`src/rtl/circuit_sweep_ctrl_if.sv`:
```
// Control/result bundle between circuit_sweep_ctrl and its host
// (characterization/compare logic).
interface circuit_sweep_ctrl_if #(
  parameter int unsigned WIDTH = 5,
  parameter int unsigned SIG_W = 16
);
  logic             start;
  logic             abort;
  logic             check_en;
  logic [SIG_W-1:0] golden_sig;
  logic             busy;
  logic             done;
  logic             result_valid;
  logic [SIG_W-1:0] signature;
  logic [WIDTH-1:0] stuck0_mask;
  logic [WIDTH-1:0] stuck1_mask;
  logic             pass;

  modport master (
    output start, abort, check_en, golden_sig,
    input  busy, done, result_valid, signature, stuck0_mask, stuck1_mask, pass
  );

  modport slave (
    input  start, abort, check_en, golden_sig,
    output busy, done, result_valid, signature, stuck0_mask, stuck1_mask, pass
  );
endinterface

```
`src/rtl/circuit_sweep_ctrl.sv`:
```
// Exhaustive input sweeper for a WIDTH-bit combinational circuit: drives every
// vector, MISR-compresses the responses and tracks stuck-at-0/1 output masks.
module circuit_sweep_ctrl #(
  parameter int unsigned     WIDTH  = 5,
  parameter int unsigned     SETTLE = 1,
  parameter int unsigned     SIG_W  = 16,
  parameter logic [SIG_W-1:0] POLY  = SIG_W'(16'h1021),
  parameter logic [SIG_W-1:0] SEED  = '0
) (
  input  logic                 clk,
  input  logic                 rst,
  circuit_sweep_ctrl_if.slave  ctl,
  output logic [WIDTH-1:0]     stim_o,
  input  logic [WIDTH-1:0]     resp_i
);

  typedef enum logic [1:0] {
    S_IDLE = 2'd0,
    S_RUN  = 2'd1,
    S_DONE = 2'd2
  } state_e;

  localparam logic [7:0] SETTLE_C = 8'(SETTLE);

  state_e           state_q, state_d;
  logic [WIDTH-1:0] stim_q,  stim_d;
  logic [7:0]       wcnt_q,  wcnt_d;
  logic [SIG_W-1:0] sig_q,   sig_d;
  logic [WIDTH-1:0] s0_q,    s0_d;
  logic [WIDTH-1:0] s1_q,    s1_d;
  logic             rv_q,    rv_d;
  logic             done_q,  done_d;
  logic [SIG_W-1:0] misr_next;

  // Shift left, fold the MSB back through POLY, then absorb the response.
  always_comb begin
    misr_next = {sig_q[SIG_W-2:0], 1'b0} ^ (sig_q[SIG_W-1] ? POLY : '0)
              ^ SIG_W'(resp_i);
  end

  always_comb begin
    state_d = state_q;
    stim_d  = stim_q;
    wcnt_d  = wcnt_q;
    sig_d   = sig_q;
    s0_d    = s0_q;
    s1_d    = s1_q;
    rv_d    = rv_q;
    done_d  = 1'b0;
    unique case (state_q)
      S_IDLE, S_DONE: begin
        if (ctl.start) begin
          state_d = S_RUN;
          stim_d  = '0;
          wcnt_d  = '0;
          sig_d   = SEED;
          s0_d    = '1;
          s1_d    = '1;
          rv_d    = 1'b0;
        end
      end
      S_RUN: begin
        if (ctl.abort) begin
          state_d = S_IDLE;
          stim_d  = '0;
          wcnt_d  = '0;
        end else if (wcnt_q < SETTLE_C) begin
          wcnt_d = wcnt_q + 8'd1;
        end else begin
          sig_d = misr_next;
          s0_d  = s0_q & ~resp_i;
          s1_d  = s1_q & resp_i;
          if (stim_q == '1) begin
            state_d = S_DONE;
            done_d  = 1'b1;
            rv_d    = 1'b1;
          end else begin
            stim_d = stim_q + 1'b1;
            wcnt_d = '0;
          end
        end
      end
      default: state_d = S_IDLE;
    endcase
  end

  always_ff @(posedge clk) begin
    if (rst) begin
      state_q <= S_IDLE;
      stim_q  <= '0;
      wcnt_q  <= '0;
      sig_q   <= '0;
      s0_q    <= '0;
      s1_q    <= '0;
      rv_q    <= 1'b0;
      done_q  <= 1'b0;
    end else begin
      state_q <= state_d;
      stim_q  <= stim_d;
      wcnt_q  <= wcnt_d;
      sig_q   <= sig_d;
      s0_q    <= s0_d;
      s1_q    <= s1_d;
      rv_q    <= rv_d;
      done_q  <= done_d;
    end
  end

  assign stim_o           = stim_q;
  assign ctl.busy         = (state_q == S_RUN);
  assign ctl.done         = done_q;
  assign ctl.result_valid = rv_q;
  assign ctl.signature    = sig_q;
  assign ctl.stuck0_mask  = s0_q;
  assign ctl.stuck1_mask  = s1_q;
  assign ctl.pass         = rv_q & (~ctl.check_en | (sig_q == ctl.golden_sig));

endmodule

```
`src/flat_wrapper.sv`:
```
// flat-port wrapper written by rule: the top's interface ports become plain ports
module circuit_sweep_ctrl_flat 
#(
  parameter int unsigned     WIDTH  = 5,
  parameter int unsigned     SETTLE = 1,
  parameter int unsigned     SIG_W  = 16,
  parameter logic [SIG_W-1:0] POLY  = SIG_W'(16'h1021),
  parameter logic [SIG_W-1:0] SEED  = '0
)
  (clk, rst, stim_o, resp_i, ctl_start, ctl_abort, ctl_check_en, ctl_golden_sig, ctl_busy, ctl_done, ctl_result_valid, ctl_signature, ctl_stuck0_mask, ctl_stuck1_mask, ctl_pass);
  circuit_sweep_ctrl_if #(.WIDTH(WIDTH), .SIG_W(SIG_W)) ctl_i ();
  input  logic clk;
  input  logic rst;
  output logic [WIDTH-1:0] stim_o;
  input  logic [WIDTH-1:0] resp_i;
  input wire logic [$bits(ctl_i.start)-1:0] ctl_start;
  input wire logic [$bits(ctl_i.abort)-1:0] ctl_abort;
  input wire logic [$bits(ctl_i.check_en)-1:0] ctl_check_en;
  input wire logic [$bits(ctl_i.golden_sig)-1:0] ctl_golden_sig;
  output wire logic [$bits(ctl_i.busy)-1:0] ctl_busy;
  output wire logic [$bits(ctl_i.done)-1:0] ctl_done;
  output wire logic [$bits(ctl_i.result_valid)-1:0] ctl_result_valid;
  output wire logic [$bits(ctl_i.signature)-1:0] ctl_signature;
  output wire logic [$bits(ctl_i.stuck0_mask)-1:0] ctl_stuck0_mask;
  output wire logic [$bits(ctl_i.stuck1_mask)-1:0] ctl_stuck1_mask;
  output wire logic [$bits(ctl_i.pass)-1:0] ctl_pass;
  assign ctl_i.start = ctl_start;
  assign ctl_i.abort = ctl_abort;
  assign ctl_i.check_en = ctl_check_en;
  assign ctl_i.golden_sig = ctl_golden_sig;
  assign ctl_busy = ctl_i.busy;
  assign ctl_done = ctl_i.done;
  assign ctl_result_valid = ctl_i.result_valid;
  assign ctl_signature = ctl_i.signature;
  assign ctl_stuck0_mask = ctl_i.stuck0_mask;
  assign ctl_stuck1_mask = ctl_i.stuck1_mask;
  assign ctl_pass = ctl_i.pass;
  circuit_sweep_ctrl #(.WIDTH(WIDTH), .SETTLE(SETTLE), .SIG_W(SIG_W), .POLY(POLY), .SEED(SEED)) u_core (.clk(clk), .rst(rst), .ctl(ctl_i), .stim_o(stim_o), .resp_i(resp_i));
endmodule
```
`config.mk`:
```
export PLATFORM = sky130hd
export DESIGN_NAME = circuit_sweep_ctrl_flat
export DESIGN_NICKNAME = d
export VERILOG_FILES = /design/src/rtl/circuit_sweep_ctrl_if.sv /design/src/rtl/circuit_sweep_ctrl.sv /design/src/flat_wrapper.sv
export SDC_FILE = /design/constraint.sdc
export NUM_CORES = 1
export LEC_CHECK = 0
export CAP_MARGIN = 20
export CORE_MARGIN = 5
export CORE_UTILIZATION = 51
export CTS_BUF_LIST = sky130_fd_sc_hd__clkbuf_8
export DETAILED_ROUTE_END_ITERATION = 7
export PLACE_DENSITY = 0.85
export SKIP_CTS_REPAIR_TIMING = 1
export SLEW_MARGIN = 20
export SYNTH_ARGS = -nofsm -noshare
export SYNTH_HDL_FRONTEND = slang
export SYNTH_SLANG_ARGS = --single-unit
```
`constraint.sdc`:
```
create_clock -name clk -period 4.75 [get_ports clk]
set_clock_uncertainty 0.1 [all_clocks]
set_input_delay 0.95 -clock clk [delete_from_list [all_inputs] [get_ports clk]]
set_output_delay 0.95 -clock clk [all_outputs]
set_load 0.02 [all_outputs]
```
==> metrics.md <==
| Metric | Value |
|---|---|
| Status | finished, final reports clean |
| Ratio of cells with drive above 1 in the final layout | 0.0468 |
| CP peak stage delay | 0.64 ns |
| Avg WL per Cell | 15.2 µm |
| Cell accounting for the most synthesized area | dfxtp_1 |
| Post-Synthesis Net Count | 275 |
| Worst-path fanout max | 1 |
| Psw | 0.194 mW |
| Clock Tree Root | clkbuf_8 |
| Cell Rows | 23 |
| TritonCTS clock tree | built |
| Clock-pin slew on the worst setup and hold paths | 0.08 ns |
| Metal3 WL | 310 µm |
| DR iter-0 viols | 161 |
| Synth warnings | 0 |
| Peak supply drop | 0.000303 V |
| Synth top area share | 0.417 |
| Vias in the first global route | 1864 |
| Seq/Total Area, Yosys | 0.417 |
| Max Fclk | 258 MHz |
| PwrDens | 265 nW/µm² |
| Dpl hpwl | 3940 µm |
| Mapped cell area | 2070 µm² |
| WP buf/inv | 2 |
| Max Slew Vio Count | 0 |
| Max-cap violations | 0 |
| Critical path capture point type | output port |
| Via count | 1981 |
| Final setup fails | 0 |
| Area growth, synth to finish | 34.2% |
| First drt pass iteration count | 4 |
| Pin count of the biggest net entering global routing | 35 |
| Post-layout min period | 3.88 ns |
| FILL cells | 328 |
| Final Hold Fails | 0 |
| Max-slew headroom | 0.338 |
| Routed WL | 5300 µm |
| Tcrit/Tclk final | 0.817 |
| Internal power | 0.539 mW |
| Most used cell, CP | clkdlybuf4s50_1 |
| Top-count cell post-synth | dfxtp_1 |
| Clk buf depth | 2 |
| Io pins | 61 |
| Slowest-stage cell, CP | clkdlybuf4s50_1 |
| Critical path class | in -> out |
| Leak | 1.06 nW |
| Met2 routed WL | 2600 µm |
| Setup TNS Final | 0 ns |
| I/O Buffers | 60 |
| Die width | 73.6 µm |
| Synth cell types | 37 |
| Vias/cell | 5.68 |
| Flop pwr share | 0.517 |
| Logic pwr share | 0.168 |
| Die Height | 73.6 µm |
| Post-synth EDFFs | 0 |
| Clock net sink count | 43 |
| First-pass GRT wire length | 8650 µm |
| Clock network power share | 0.315 |
| N_diodes | 0 |
| Htree depth | 2 |
| Ys async rst share | 0 |
| Kind of cell adding the most delay to the critical path | buffers and inverters |
| Routability congestion estimate | 0.802 |
| Synth area leaders | dfxtp_1 (42%), xor2_1 (9.8%), a21oi_1 (7.8%), nand2_1 (5.5%), o21ai_0 (4.8%) |
| Synthesized instance count | 245 |
| Initial antenna violation count | 0 |
| Total grt overflow | 0 |
| Remaining DRCs | 0 |
| Cell Chain, Critical Path | clkdlybuf4s50_1, xor2_1, nor4_1, nand4_1, a21boi_0, clkdlybuf4s50_1 |
| Sw frac | 0.265 |
| #FFs+latches synth | 43 |
| Worst path arrival time | 2.83 ns |
| Required @ worst endpoint | 3.70 ns |
| Routed length on met1 | 2340 µm |
| Synth top cells by count | dfxtp_1 (43), a21oi_1 (32), nand2_1 (30) |
| Tightest Pin Transition | 0.993 ns |
| Post-DRT Antenna Nets | 0 |
| Max Used Layer | met4 |
| Core region area | 3970 µm² |
| GRT Resource Usage Total | 0.199 |
| Hold Crit Class | reg -> reg |
| RSZ-0062 raised after global routing | no |
| Main synth FF type | dfxtp_1 |
| Final Util | 0.698 |
| Initial Util | 0.520 |
| Clk_lat worst skew | 0.29 ns |
| Nets | 329 |
| Setup crit start kind | primary input |
| Syn Area/Cell | 8.43 µm² |
| Die ar. | 5420 µm² |
| CTS Buf Count | 5 |
-- kinds of logic after synthesis --
group	Yosys count	synth area share
compound gates	75	0.225
xor+xnor	23	0.0975
fa+ha+maj	4	0.0242
buf+inv	25	0.0466
flops	43	0.417
mux	2	0.00969
simple gates	73	0.180
-- worst paths after layout --
kind / start / end / slack (ns) / cells after the start
worst max-delay path: ctl_golden_sig[15] / ctl_pass / 0.87 / 6
worst max register to register: u_core.wcnt_q[0]$_SDFFE_PP0P_ / u_core.ctl.signature[15]$_SDFFE_PP0P_ / 2.18 / 6
worst min-delay path: u_core.ctl.stuck1_mask[2]$_SDFFE_PP0P_ / u_core.ctl.stuck1_mask[2]$_SDFFE_PP0P_ / 0.38 / 2
worst min register to register: u_core.ctl.stuck1_mask[2]$_SDFFE_PP0P_ / u_core.ctl.stuck1_mask[2]$_SDFFE_PP0P_ / 0.38 / 2
-- registers in the layout, summed over array words and instances, names as in the netlist --
| signal | count |
|---|---|
| u_core.wcnt_q | 8 |
| u_core.ctl.result_valid | 1 |
| u_core.ctl.done | 1 |
| u_core.ctl.stuck0_mask | 5 |
| u_core.stim_o | 5 |
| u_core.state_q | 2 |
| u_core.ctl.stuck1_mask | 5 |
| u_core.ctl.signature | 16 |
-- metrics by stage --
| stage | power, mW | area, µm² | instances | worst slack (ns) | hold slack (ns) |
|---|---|---|---|---|---|
| finish | 0.734 | 2770 | 349 | 0.871 | 0.380 |
| floorplan | 0.454 | 2070 | 245 | 1.73 | 0.349 |
| global placement | 0.508 | 2690 | 342 | 0.847 | 0.361 |
| CTS | 0.737 | 2770 | 349 | 0.807 | 0.382 |
| detailed placement | 0.510 | 2690 | 342 | 0.813 | 0.370 |
| global route | 0.767 | 2770 | 349 | 0.725 | 0.417 |
-- worst register-to-register path: cells and delay by family (launching register included) --
kind	cells	cell delay, ns
DFF	1	0.35
AOI/OAI and AO/OA	2	1.09
adders and majority gates	1	0.15
buffers and inverters	1	0.10
and+or+nand+nor	2	0.72
-- metal layers --
| layer | global-route usage | up-vias |
|---|---|---|
| met2 | 0.333 | 56 |
| met5 | 0 | - |
| met3 | 0.0397 | 7 |
| met1 | 0.262 | 937 |
| li1 | - | 981 |
| met4 | 0.0503 | 0 |
-- power by group through the flow --
| stage | registers, mW | logic [mW] | clock network, mW |
|---|---|---|---|
| final | 0.379 | 0.123 | 0.231 |
| after CTS | 0.379 | 0.123 | 0.235 |
| after global placement | 0.387 | 0.121 | 0 |
| after floorplan | 0.398 | 0.0563 | 0 |
| after detailed placement | 0.388 | 0.122 | 0 |
| after global routing | 0.381 | 0.134 | 0.252 |
-- area by class of cell --
cell class                      instances  area (µm²)  share of cell area
Clock inverter                          1        5.00             0.00181
Sequential cell                        43         861               0.310
Multi-Input combinational cell        177        1110               0.400
Clock buffer                            6        82.6              0.0298
Tap cell                               50        62.6              0.0226
Inverter                               10        37.5              0.0135
Timing Repair Buffer                   62         616               0.222
-- cell usage in the layout, fill, tap and decap left out, types with 2 or more instances in the layout --
master,count
nor3_1,3
or4b_1,2
buf_4,2
nand2b_1,3
o31ai_1,2
ha_1,4
a211o_1,2
o21ai_0,19
inv_1,10
a21oi_1,32
nor4_1,5
clkdlybuf4s50_1,60
nand3_1,13
a211oi_1,6
or4b_2,2
a41oi_1,2
o211ai_1,3
dfxtp_1,43
xor2_1,23
mux2i_1,2
nand4_1,2
or4_1,2
clkbuf_8,6
or3_1,3
nand2_1,30
nor2_1,4
(Power assumes the default switching activity.)
